===== src/rtl/mem_arbiter.sv =====
// mem_arbiter: shares the single memory port between the 6502 core and a
// DMA/test port. Every ownership change passes through a one-cycle TURN
// bubble in which the port is forced to read, so no write can slip through
// during a handover.
// Build macro MEM_ARB_FAIRNESS_EN: when defined, DMA may complete at most
// STARVE_MAX consecutive beats before the core is given one access.
module mem_arbiter #(
  parameter int ADDR_W     = 16,
  parameter int DATA_W     = 8,
  parameter int STARVE_MAX = 4
) (
  input  logic              ph1,
  input  logic              reset,
  input  logic [ADDR_W-1:0] cpu_address,
  input  logic [DATA_W-1:0] cpu_data_out,
  input  logic              cpu_read_en,
  output logic              cpu_ready,
  output logic [DATA_W-1:0] cpu_data_in,
  input  logic              dma_req,
  input  logic              dma_we,
  input  logic [ADDR_W-1:0] dma_address,
  input  logic [DATA_W-1:0] dma_wdata,
  output logic              dma_gnt,
  output logic [DATA_W-1:0] dma_rdata,
  output logic              dma_rvalid,
  output logic [ADDR_W-1:0] mem_address,
  output logic [DATA_W-1:0] mem_data_out,
  output logic              mem_read_en,
  input  logic [DATA_W-1:0] mem_data_in
);

  typedef enum logic [1:0] {
    CPU_OWN = 2'd0,
    TURN    = 2'd1,
    DMA_OWN = 2'd2
  } own_e;

  own_e              state, state_nxt;
  logic              next_owner, next_owner_nxt;  // 1: DMA follows TURN
  logic              beat;
  logic              rd_beat;
  logic              fair_hit;
  logic [DATA_W-1:0] cpu_hold_p1;
  logic [DATA_W-1:0] dma_rdata_p1;
  logic              dma_rvld_p1;

  // A beat is any DMA_OWN cycle with a live request (grant equals request there).
  assign beat    = (state == DMA_OWN) && dma_req;
  assign rd_beat = beat && !dma_we;

`ifdef MEM_ARB_FAIRNESS_EN
  localparam logic [3:0] STARVE_LAST = 4'(STARVE_MAX - 1);

  logic [3:0] beat_cnt;

  // Count consecutive DMA beats; any core-owned cycle restarts the count.
  always_ff @(posedge ph1 or posedge reset) begin
    if (reset) begin
      beat_cnt <= '0;
    end else if (state == CPU_OWN) begin
      beat_cnt <= '0;
    end else if (beat) begin
      beat_cnt <= beat_cnt + 4'd1;
    end
  end

  // The STARVE_MAX-th beat hands the port back to the core for one access.
  assign fair_hit = beat && (beat_cnt == STARVE_LAST);
`else
  // STARVE_MAX only matters in the fairness build.
  logic [3:0] unused_starve;
  assign unused_starve = 4'(STARVE_MAX);
  assign fair_hit      = 1'b0;
`endif

  // Ownership state register.
  always_ff @(posedge ph1 or posedge reset) begin
    if (reset) begin
      state      <= CPU_OWN;
      next_owner <= 1'b0;
    end else begin
      state      <= state_nxt;
      next_owner <= next_owner_nxt;
    end
  end

  // Next ownership plus the combinational memory-port steering.
  always_comb begin
    state_nxt      = state;
    next_owner_nxt = next_owner;
    cpu_ready      = 1'b0;
    dma_gnt        = 1'b0;
    mem_address    = cpu_address;
    mem_data_out   = '0;
    mem_read_en    = 1'b1;
    cpu_data_in    = cpu_hold_p1;
    unique case (state)
      CPU_OWN: begin
        cpu_ready    = 1'b1;
        cpu_data_in  = mem_data_in;
        mem_address  = cpu_address;
        mem_read_en  = cpu_read_en;
        mem_data_out = cpu_read_en ? '0 : cpu_data_out;
        if (dma_req) begin
          state_nxt      = TURN;
          next_owner_nxt = 1'b1;
        end
      end
      TURN: begin
        // Keep the outgoing owner's address on the bus while reading only.
        mem_address = next_owner ? cpu_address : dma_address;
        state_nxt   = next_owner ? DMA_OWN : CPU_OWN;
      end
      DMA_OWN: begin
        dma_gnt      = dma_req;
        mem_address  = dma_address;
        mem_read_en  = !(dma_req && dma_we);
        mem_data_out = (dma_req && dma_we) ? dma_wdata : '0;
        if (!dma_req || fair_hit) begin
          state_nxt      = TURN;
          next_owner_nxt = 1'b0;
        end
      end
      default: begin
        state_nxt      = CPU_OWN;
        next_owner_nxt = 1'b0;
      end
    endcase
    // While reset is held the port is parked: core side ready, nothing written.
    if (reset) begin
      cpu_ready    = 1'b1;
      dma_gnt      = 1'b0;
      mem_read_en  = 1'b1;
      mem_data_out = '0;
    end
  end

  // Stage p1: registered DMA read data/valid and the core's held read data.
  always_ff @(posedge ph1 or posedge reset) begin
    if (reset) begin
      dma_rvld_p1  <= 1'b0;
      dma_rdata_p1 <= '0;
      cpu_hold_p1  <= '0;
    end else begin
      dma_rvld_p1 <= rd_beat;
      if (rd_beat) begin
        dma_rdata_p1 <= mem_data_in;
      end
      if (state == CPU_OWN) begin
        cpu_hold_p1 <= mem_data_in;
      end
    end
  end

  assign dma_rdata  = dma_rdata_p1;
  assign dma_rvalid = dma_rvld_p1;

endmodule


===== config.mk =====
export PLATFORM = sky130hd
export DESIGN_NAME = mem_arbiter
export DESIGN_NICKNAME = d
export VERILOG_FILES = /design/src/rtl/mem_arbiter.sv
export SDC_FILE = /design/constraint.sdc
export NUM_CORES = 1
export LEC_CHECK = 0
export ABC_AREA = 1
export CAP_MARGIN = 20
export CORE_ASPECT_RATIO = 0.6
export CORE_UTILIZATION = 34
export CTS_BUF_LIST = sky130_fd_sc_hd__clkbuf_4 sky130_fd_sc_hd__clkbuf_8
export CTS_CLUSTER_DIAMETER = 30
export DETAILED_ROUTE_END_ITERATION = 10
export GPL_ROUTABILITY_DRIVEN = 1
export HOLD_SLACK_MARGIN = 0.03
export PLACE_DENSITY_LB_ADDON = 0.25
export SLEW_MARGIN = 25
export SYNTH_ARGS = -nofsm -noshare
export SYNTH_HDL_FRONTEND = slang
export SYNTH_SLANG_ARGS = --single-unit

===== constraint.sdc =====
create_clock -name ph1 -period 1.8 [get_ports ph1]
set_input_delay 0.18 -clock ph1 [delete_from_list [all_inputs] [get_ports ph1]]
set_output_delay 0.18 -clock ph1 [all_outputs]
set_load 0.02 [all_outputs]

==> results of run 1 <==
## where the power goes
| group | switching, mW | internal (mW) |
|---|---|---|
| Combinational | 2.06 | 1.73 |
| Clock | 0.157 | 0.297 |
| Sequential | 0.105 | 0.646 |
## kinds of logic (layout without fill, tap and decap cells)
| kind of cell | after synthesis | after routing |
|---|---|---|
| DFF | 20 | 20 |
| buffers and inverters | 27 | 156 |
| adders and majority gates | 5 | 5 |
| and+or+nand+nor | 104 | 104 |
| AOI/OAI and AO/OA | 33 | 33 |
## layer usage
| layer | vias to the layer above | GRT usage | wire [µm] |
|---|---|---|---|
| li1 | 871 | - | - |
| met1 | 784 | 0.290 | 2080 |
| met2 | 80 | 0.380 | 2110 |
| met3 | 12 | 0.0618 | 360 |
| met4 | 0 | 0.0614 | 95 |
| met5 | - | 0 | 0 |
## worst max-delay path, cell delays in order (launching register included)
cell     delay (ns)
dfrtp_1        0.42
inv_4          0.08
ha_4           0.30
buf_4          0.14
nand2_1        0.07
o21ai_1        0.19
buf_4          0.18
## sequential cells by signal, indices dropped and copies added, names as in the netlist
register     count
dma_rvalid       1
cpu_hold_p1      8
dma_rdata        8
state            2
next_owner       1
## layout make-up
| class | instances | area (µm²) |
|---|---|---|
| repair buffers | 136 | 1200 |
| fillers | 294 | 1040 |
| multi-input cells | 142 | 764 |
| flip-flops and latches | 20 | 500 |
| inverters | 16 | 62.6 |
| well taps | 47 | 58.8 |
| clock buffers | 3 | 41.3 |
| clock inverters | 1 | 30.0 |
## layout by cell type, fill, tap and decap left out, types with 2 or more instances in the layout
cell type / netlist / routed
a21oi_1: 8 / 7
buf_12: 0 / 2
buf_2: 6 / 18
buf_4: 3 / 36
buf_6: 2 / 5
clkbuf_2: 0 / 2
clkbuf_8: 0 / 3
clkdlybuf4s15_2: 0 / 4
clkdlybuf4s50_1: 0 / 69
dfrtp_1: 20 / 20
ha_4: 0 / 4
inv_1: 14 / 11
inv_2: 2 / 4
nand2_1: 81 / 79
nand2_2: 3 / 3
nand2_4: 0 / 2
nand3_1: 9 / 9
nand4_1: 10 / 10
o21ai_0: 19 / 7
o21ai_1: 2 / 11
o21ai_2: 3 / 6
## stage by stage
step	instances	area (µm²)	hold slack (ns)	total power, mW
2_1_floorplan	189	1320	0.290	2.52
3_5_place_dp	356	2560	0.465	4.24
4_1_cts	363	2590	0.358	4.66
5_1_grt	365	2660	0.392	5.32
3_3_place_gp	356	2560	0.454	4.19
6_report	365	2660	0.367	5.00
## worst max-delay path by stage
| stage | endpoint | slack, ns |
|---|---|---|
| finish | mem_address[13] | -0.04 |
| global route | mem_address[13] | -0.09 |
| CTS | cpu_data_in[1] | -0.001 |
| detailed placement | mem_address[15] | -0.26 |
| global placement | mem_address[6] | -0.22 |
| floorplan | mem_address[10] | 0.06 |
## timing repair
action,in CTS,in global routing
pin swaps,1,1
setup endpoints to repair,35,34
gates resized for setup,161,40
buffers inserted,3,2
==> results by group, run 1 <==
Critical path
  – Reg2reg start: state[1]
  – Critical path data arrival time: between 1.5 and 2 ns
  – CP required: 1.62 ns
  – Worst reg2reg path depth: 10
  – Reg-to-Reg End: dma_rdata[5]
  – Kind of critical path: reg -> out
  – CP Capture Type: output port
  – CP startpoint: state[0]
  – R2R Setup Slk: 0.13 ns
  – Crit path max fanout: 6
  – Crit start category: register

Global route
  – First-pass GRT wire length: slightly above 7000 µm
  – Initial antenna violation count: 0
  – Vias in the first global route: 1,610
  – Grt ovf: 0
  – Largest net degree at the start of global routing: 19
  – Overall routing resource usage: 0.229

Synth
  – Count leader, synth: nand2_1
  – Post-synth top area share: 0.379
  – Sequential share of the synthesized area: 0.379
  – Syn_nets: 255
  – Synth Area in Simple Gates: 0.329
  – Mux contribution to synthesized area: 0
  – Synth Area per Inst: approximately 7.0 µm²
  – Post-synthesis xor/xnor area fraction: 0
  – Main flop type after synthesis: dfrtp_1
  – Yosys top cell by area: dfrtp_1
  – Yosys warning count: 0
  – Mapped Cells: 189
  – Adder-Cell Fraction of Synth Area: 0.0474
  – Largest family of logic cells by synthesized area: simple AND/OR/NAND/NOR gates
  – Compound-cell area share of the yosys netlist: 0.142
  – Synth top area cells: dfrtp_1, nand2_1, o21ai_0, ha_1, nand4_1
  – Yosys reg bits: 20
  – Synth unique cells: 17
  – Number of enable flip-flop cells after synthesis: 0
  – Post-Syn Area: 0.00132 mm²
  – Asr flop ratio synth: 1.00
  – Most common library cells after synthesis: nand2_1, dfrtp_1, o21ai_0

Die
  – Initial Utilization: 0.357
  – Placeable Area: 0.00370 mm²
  – Die width: 82.4 µm
  – Die height: between 50 and 60 µm
  – IO Count: 105
  – # rows: 17
  – DIE AREA: 0.00414 mm²

CTS
  – TritonCTS clock tree: built
  – Clock tree sinks: 20
  – Hold_buf cts: 0
  – Clock latency on the worst-skew pair: between 0.2 and 0.3 ns
  – Clk buf depth: 2
  – Clk slew on worst S/H paths: roughly 0.080 ns
  – Clock root buffer: clkbuf_8
  – Clock buffer count from CTS: 3
  – H-Tree Depth: 1

STA
  – Setup TNS: -0.0355 ns
  – Final Slew Violations: 0
  – Final setup violation count: 1
  – Fin crit share: 1.02
  – Post-route setup slack: -0.0355 ns
  – Maximum clock frequency: approximately 540 MHz
  – Clk_skew: approximately 0.0013 ns
  – RSZ-0062 raised after global routing: yes
  – Worst-Margin Slew: 0.385 ns
  – Worst slew margin: 0.743
  – Minimum clock period: roughly 1.8 ns
  – Fin. Hold Viols: 0

Drt
  – Wirelength, routed: 4640 µm
  – Iteration-0 DRC Markers: 56
  – Vias per inst: 4.79
  – Vias: 1,747
  – # DRC: 0
  – DR WL/cell: ~13 µm
  – Final ANT Viol Nets: 0
  – Detailed Routing Iterations Pass 1: 4

Pwr
  – Peak VDD IR: 1120 µV
  – Pleak: 1.30 nW
  – PwrDens: approximately 1900 mW/mm²

Cells and area
  – Synth-to-Final Area Change: 102%
  – Final core utilization: 0.719
  – Diode count: 0
  – Layout Nets: 385
  – Share of layout cells above drive strength 1: 0.292

Min path
  – Type of the tightest min-delay check: in -> async

Placed design
  – Dpl ws: -0.255 ns
  – Post-DP HPWL: 3400 µm
  – PortBufs: 104
  – Final GP Congestion: 0.810

Outcome
  – Status: finished, violations left
  – Violated checks: negative setup slack

Flow run
  – Max_cap viols: 0
Power figures use the tool's default switching activity.
==> run 2, diff against run 1 <==
- ABC_AREA: 1 -> not set
- CORE_UTILIZATION: 34 -> 32
- CTS_BUF_LIST: sky130_fd_sc_hd__clkbuf_4 sky130_fd_sc_hd__clkbuf_8 -> sky130_fd_sc_hd__clkbuf_8
- SKIP_CTS_REPAIR_TIMING: not set -> 1
==> results by group, run 2 <==
Cells and area
  – Most frequent cells in the layout: clkdlybuf4s50_1, dfrtp_1, buf_6
  – Layout Nets: 286 (-26%)
  – Diode count: 0 (unchanged)
  – Synth-to-Final Area Change: 111%
  – Fillers: 237 (-19%)
  – Leading cell type in the layout, fill and taps excluded: clkdlybuf4s50_1
  – Non-Filler Instances: 264 (-28%)
  – Share of layout cells above drive strength 1: 0.356 (+0.0637)
  – Final core utilization: 0.728 (+0.00969)

Drt
  – Wirelength, routed: 4270 µm (-8.1%)
  – Detailed Routing Iterations Pass 1: 4 (unchanged)
  – DR WL/cell: 16.2 µm (+27%)
  – Final ANT Viol Nets: 0 (unchanged)
  – # DRC: 0 (unchanged)
  – Iteration-0 DRC Markers: 46 (-18%)
  – Vias: 1,272 (-27%)
  – Vias per inst: 4.82 (+0.67%)

STA
  – Post-route setup slack: -0.118 ns (-0.0828 ns)
  – Final Slew Violations: 0 (unchanged)
  – Minimum clock period: 1.92 ns (+0.0828 ns)
  – Setup TNS: -1.82 ns (-1.79 ns)
  – Worst-Margin Slew: 0.289 ns (-0.0963 ns)
  – Maximum clock frequency: 521 MHz (-4.3%)
  – Worst slew margin: 0.807 (+0.0647)
  – RSZ-0062 raised after global routing: yes
  – Fin. Hold Viols: 0 (unchanged)
  – Fin crit share: 1.07 (+0.0460)
  – Final setup violation count: 23 (+22)
  – Clk_skew: 0.00120 ns (-0.000121 ns)

Global route
  – Largest net degree at the start of global routing: 21 (+2)
  – Overall routing resource usage: 0.201 (-0.0275)
  – Grt ovf: 0 (unchanged)
  – Met2 usage: 0.405 (+0.0244)
  – First-pass GRT wire length: 6020 µm (-17%)
  – Vias in the first global route: 1,317 (-18%)
  – Layer with the highest usage: met2
  – M1 GR Usage: 0.215 (-0.0756)
  – Initial antenna violation count: 0 (unchanged)
  – Grt met3 use: 0.0528 (-0.00899)

CTS
  – H-Tree Depth: 1 (unchanged)
  – Clk slew on worst S/H paths: 0.07 ns (about the same)
  – Clock tree sinks: 20 (unchanged)
  – TritonCTS clock tree: built
  – Clock latency on the worst-skew pair: 0.26 ns (about the same)
  – Clock root buffer: clkbuf_8
  – Clock buffer count from CTS: 3 (unchanged)
  – Clk buf depth: 2 (unchanged)

Critical path
  – Crit path max fanout: 8 (+2)
  – Kind of critical path: reg -> out
  – CP Capture Type: output port
  – Crit start category: register
  – Critical path data arrival time: 1.74 ns (+0.08 ns)
  – R2R Setup Slk: 0.07 ns (-0.06 ns)
  – CP required: 1.62 ns (about the same)

Placed design
  – PortBufs: 104 (unchanged)
  – Dpl ws: -0.372 ns (-0.116 ns)
  – DP Cell Count: 257 (-28%)
  – Final GP Congestion: 0.872 (+7.7%)
  – Post-DP HPWL: 3230 µm (-5.0%)

Die
  – IO Count: 105 (unchanged)
  – Placeable Area: 0.00336 mm² (-9.1%)
  – Die width: 79.9 µm (-3.1%)
  – Initial Utilization: 0.346 (-0.0107)
  – Die height: 48.7 µm (-3.1%)
  – DIE AREA: 0.00389 mm² (-6.1%)
  – # rows: 16 (-1)

Min path
  – Type of the tightest min-delay check: in -> async

Synth
  – Syn_nets: 171 (-33%)
  – Mapped Cells: 105 (-44%)
  – Count leader, synth: dfrtp_1
  – Synth Area per Inst: 11.1 µm² (+59%)
  – Yosys warning count: 0 (unchanged)
  – Synth unique cells: 23 (+6)
  – Main flop type after synthesis: dfrtp_1
  – Post-synth top area share: 0.430 (+0.0510)
  – Sequential share of the synthesized area: 0.430 (+0.0510)
  – Yosys top cell by area: dfrtp_1
  – Number of enable flip-flop cells after synthesis: 0 (unchanged)
  – Asr flop ratio synth: 1.00 (unchanged)
  – Yosys reg bits: 20 (unchanged)
  – Post-Syn Area: 0.00116 mm² (-12%)
  – Synth top area cells: dfrtp_1, mux2_2, a22o_1, ha_1, a22oi_1
  – Most common library cells after synthesis: dfrtp_1, a22o_1, mux2_2

Pwr
  – Pleak: 1.12 nW (-14%)
  – Tot Pwr: 4.70 mW (-6.0%)
  – PwrDens: 1920 mW/mm² (+2.1%)
  – Peak VDD IR: 1050 µV (-6.5%)

Outcome
  – Status: finished, violations left
  – Violated checks: negative setup slack

Flow run
  – Max_cap viols: 0 (unchanged)
## run 2: changes by cell type in the layout (fill, tap and decap cells not counted), sizes merged, moves of 11 or more
cell    previous run  this run
a22o               0        16
buf               61        35
clkbuf             5        16
inv               16         3
mux2               0        18
nand2             84         5
o21ai             24         2
## run 2: cell families (layout without fill, tap and decap cells)
family | after synthesis | after routing | synth area share
and+or+nand+nor | 22 | 22 | 0.0850
AOI/OAI and AO/OA | 29 | 29 | 0.198
DFF | 20 | 20 | 0.430
muxes | 18 | 18 | 0.184
adders and majority gates | 5 | 5 | 0.0538
buffers and inverters | 11 | 125 | 0.0495
## run 2: final timing paths
path	to	cells past startpoint	start
setup / recovery	mem_address[4]	6	state[0]
hold reg to reg	cpu_hold_p1[6]	1	cpu_hold_p1[6]
setup reg to reg	dma_rdata[4]	6	state[0]
max in group asynchronous	dma_rdata[2]	4	reset
min in group ph1	cpu_hold_p1[6]	1	cpu_hold_p1[6]
hold / removal	dma_rdata[7]	4	reset
## run 2: report_power, final
| part | internal, mW | total, mW | switching, mW |
|---|---|---|---|
| Clock | 0.195 | 0.339 | 0.144 |
| Sequential | 0.667 | 0.770 | 0.103 |
| Combinational | 1.87 | 3.59 | 1.72 |
## run 2: worst max-delay path: stages (launching register included)
cell,delay [ns]
dfrtp_1,0.41
inv_2,0.10
ha_1,0.33
o21a_4,0.15
clkbuf_16,0.16
a22o_1,0.18
clkbuf_2,0.15
## run 2: per-stage QoR
| stage | hold WS, ns | area (µm²) |
|---|---|---|
| 6_report | 0.432 | 2450 |
| 2_1_floorplan | 0.315 | 1160 |
| 3_3_place_gp | 0.470 | 2320 |
| 3_5_place_dp | 0.482 | 2320 |
| 5_1_grt | 0.465 | 2450 |
| 4_1_cts | 0.434 | 2380 |
## run 2: area by class of cell
class | count | area, µm² | share of cell area
timing repair buffer | 117 | 1130 | 0.463
multi-input combinational | 74 | 683 | 0.279
sequential | 20 | 500 | 0.204
tap | 45 | 56.3 | 0.0230
clock buffer | 4 | 55.1 | 0.0225
inverter | 4 | 20.0 | 0.00817
## run 2: layer usage
metal / wire length, µm / part of all wire
met2: 2250 / 0.53
met4: 63 / 0.015
met3: 258 / 0.060
met5: 0 / 0
met1: 1690 / 0.40
==> run 3, diff against run 2 <==
- CORE_UTILIZATION: 32 -> 29
- clock period: 1.8 -> 1.65 ns (I/O delays scaled with it)
==> results by group, run 3 (synthesized netlist as in run 2, its figures left out) <==
Outcome
  – Status: finished, violations left
  – Violated checks: negative setup slack

Cells and area
  – Multi-input logic area: 785 µm² (+15%)
  – Leading cell type in the layout, fill and taps excluded: clkdlybuf4s50_1
  – Most frequent cells in the layout: clkdlybuf4s50_1, buf_4, buf_6
  – Share of layout cells above drive strength 1: 0.445 (+0.0893)
  – Diode count: 0 (unchanged)
  – Synth-to-Final Area Change: 130%
  – Non-Filler Instances: 276 (+4.5%)
  – Layout Nets: 296 (+3.5%)
  – Sequential Area: 502 µm² (+0.25%)
  – Fillers: 276 (+16%)

Critical path
  – Worst reg2reg path depth: 6 (unchanged)
  – CP max stage delay: 0.46 ns (+0.05 ns)
  – Critical path, cell by cell: inv_4 > buf_6 > ha_4 > nor2b_1 > buf_4 > a22oi_1 > nor2_1 > buf_4
  – CP max stage cell: dfrtp_2
  – CP Capture Type: output port
  – Worst path most repeated cell: buf_4
  – R2R Setup Slk: -0.08 ns (-0.15 ns)
  – Kind of critical path: reg -> out
  – Crit path max fanout: 8 (unchanged)
  – Crit start category: register
  – Reg2reg start: state[1]
  – CP required: 1.48 ns (-0.14 ns)
  – Critical path data arrival time: 1.71 ns (-0.03 ns)
  – CP top delay family: buffers and inverters
  – Reg-to-Reg End: next_owner
  – Buf/Inv on CP: 4 (+1)

CTS
  – Clock buffer count from CTS: 3 (unchanged)
  – TritonCTS clock tree: built
  – Clock tree sinks: 20 (unchanged)
  – Clock root buffer: clkbuf_8
  – Clk buf depth: 2 (unchanged)
  – Clock latency on the worst-skew pair: 0.26 ns (about the same)
  – H-Tree Depth: 1 (unchanged)
  – Clk slew on worst S/H paths: 0.08 ns (about the same)

Drt
  – Detailed Routing Iterations Pass 1: 4 (unchanged)
  – Vias: 1,355 (+6.5%)
  – Final ANT Viol Nets: 0 (unchanged)
  – DR WL/cell: 16.8 µm (+4.1%)
  – Wirelength, routed: 4650 µm (+8.9%)
  – Iteration-0 DRC Markers: 41 (-11%)
  – # DRC: 0 (unchanged)
  – Vias per inst: 4.91 (+1.9%)

Die
  – Die width: 83.8 µm (+4.9%)
  – # rows: 17 (+1)
  – Placeable Area: 0.00374 mm² (+11%)
  – DIE AREA: 0.00428 mm² (+10%)
  – IO Count: 105 (unchanged)
  – Die height: 51.1 µm (+4.8%)
  – Initial Utilization: 0.311 (-0.0352)

STA
  – Post-route setup slack: -0.229 ns (-0.111 ns)
  – Fin crit share: 1.14
  – Maximum clock frequency: 532 MHz
  – Final setup violation count: 43 (+87%)
  – Minimum clock period: 1.88 ns
  – Final Slew Violations: 0 (unchanged)
  – Worst-Margin Slew: 0.269 ns (-0.0193 ns)
  – Fin. Hold Viols: 0 (unchanged)
  – Worst slew margin: 0.820 (+0.0132)
  – Clk_skew: 0.00768 ns (+0.00648 ns)
  – RSZ-0062 raised after global routing: yes

Global route
  – Largest net degree at the start of global routing: 21 (unchanged)
  – First-pass GRT wire length: 6290 µm (+4.5%)
  – Layer with the highest usage: met2
  – Met2 usage: 0.332 (-0.0726)
  – Overall routing resource usage: 0.189 (-0.0119)
  – Grt ovf: 0 (unchanged)
  – Vias in the first global route: 1,315 (-0.15%)
  – Initial antenna violation count: 0 (unchanged)
  – Grt met3 use: 0.0452 (-0.00760)
  – M1 GR Usage: 0.235 (+0.0198)

Min path
  – Worst hold path endpoint: cpu_hold_p1[0]
  – Hold Path Origin: cpu_hold_p1[0]
  – Type of the tightest min-delay check: reg -> reg
  – Hold path cells: 1

Placed design
  – DP Cell Count: 266 (+3.5%)
  – PortBufs: 104 (unchanged)
  – Post-DP HPWL: 3380 µm (+4.7%)
  – Final GP Congestion: 0.852 (-2.3%)
  – Dpl ws: -0.636 ns (-0.264 ns)

Flow run
  – Max_cap viols: 0 (unchanged)

Pwr
  – Peak VDD IR: 1350 µV (+28%)
  – Pleak: 1.20 nW (+7.4%)
  – PwrDens: 2210 mW/mm² (+15%)
## run 3: how the worst max path moves through the flow
stage                     slack, ns     start  depth (start not counted)               to
after floorplan               0.005  state[0]                          5   mem_address[0]
after global placement        -0.52  state[1]                          6   mem_address[0]
after detailed placement      -0.64  state[1]                          6   mem_address[0]
after CTS                     -0.95  state[1]                          6   mem_address[0]
after global routing          -0.30  state[0]                          8  mem_data_out[1]
final                         -0.23  state[0]                          8  mem_data_out[2]
## run 3: worst reg2reg max path: stages, from the launching register on
cell and delay, ns:
dfrtp_1 0.40, buf_4 0.17, ha_4 0.19, buf_6 0.13, mux2_2 0.28, nor2_2 0.10, mux2_2 0.35
## run 3: layout make-up
cell class	instances	area share
inverters	4	0.00934
well taps	47	0.0219
flip-flops and latches	20	0.187
clock inverters	1	0.0112
clock buffers	3	0.0154
repair buffers	126	0.462
multi-input cells	75	0.293
## run 3: stage by stage
| step | TNS (ns) | total power [mW] | hold WS, ns | area, µm² | utilization |
|---|---|---|---|---|---|
| after floorplan | 0 | 2.73 | 0.300 | 1160 | - |
| after global placement | -15.10 | 4.41 | 0.467 | 2370 | 0.632 |
| after detailed placement | -18.65 | 4.52 | 0.479 | 2370 | 0.632 |
| after CTS | -29.53 | 5.02 | 0.497 | 2440 | 0.651 |
| after global routing | -8.71 | 6.18 | 0.519 | 2680 | 0.716 |
| final | -6.46 | 5.92 | 0.501 | 2680 | 0.716 |
## run 3: metal layers
metal  routed length, µm  up-vias  part of all wire
met5                   0        -                 0
met1                2050      670              0.44
met2                2310       41              0.50
li1                    -      635                 -
met4                  87        0             0.019
met3                 195        9             0.042
## run 3: power breakdown
part           switching (mW)  internal (mW)  leakage (nW)
clock                   0.166          0.324        0.0357
sequential              0.130          0.730         0.243
combinational            2.10           2.47         0.921
total                    2.39           3.53          1.20
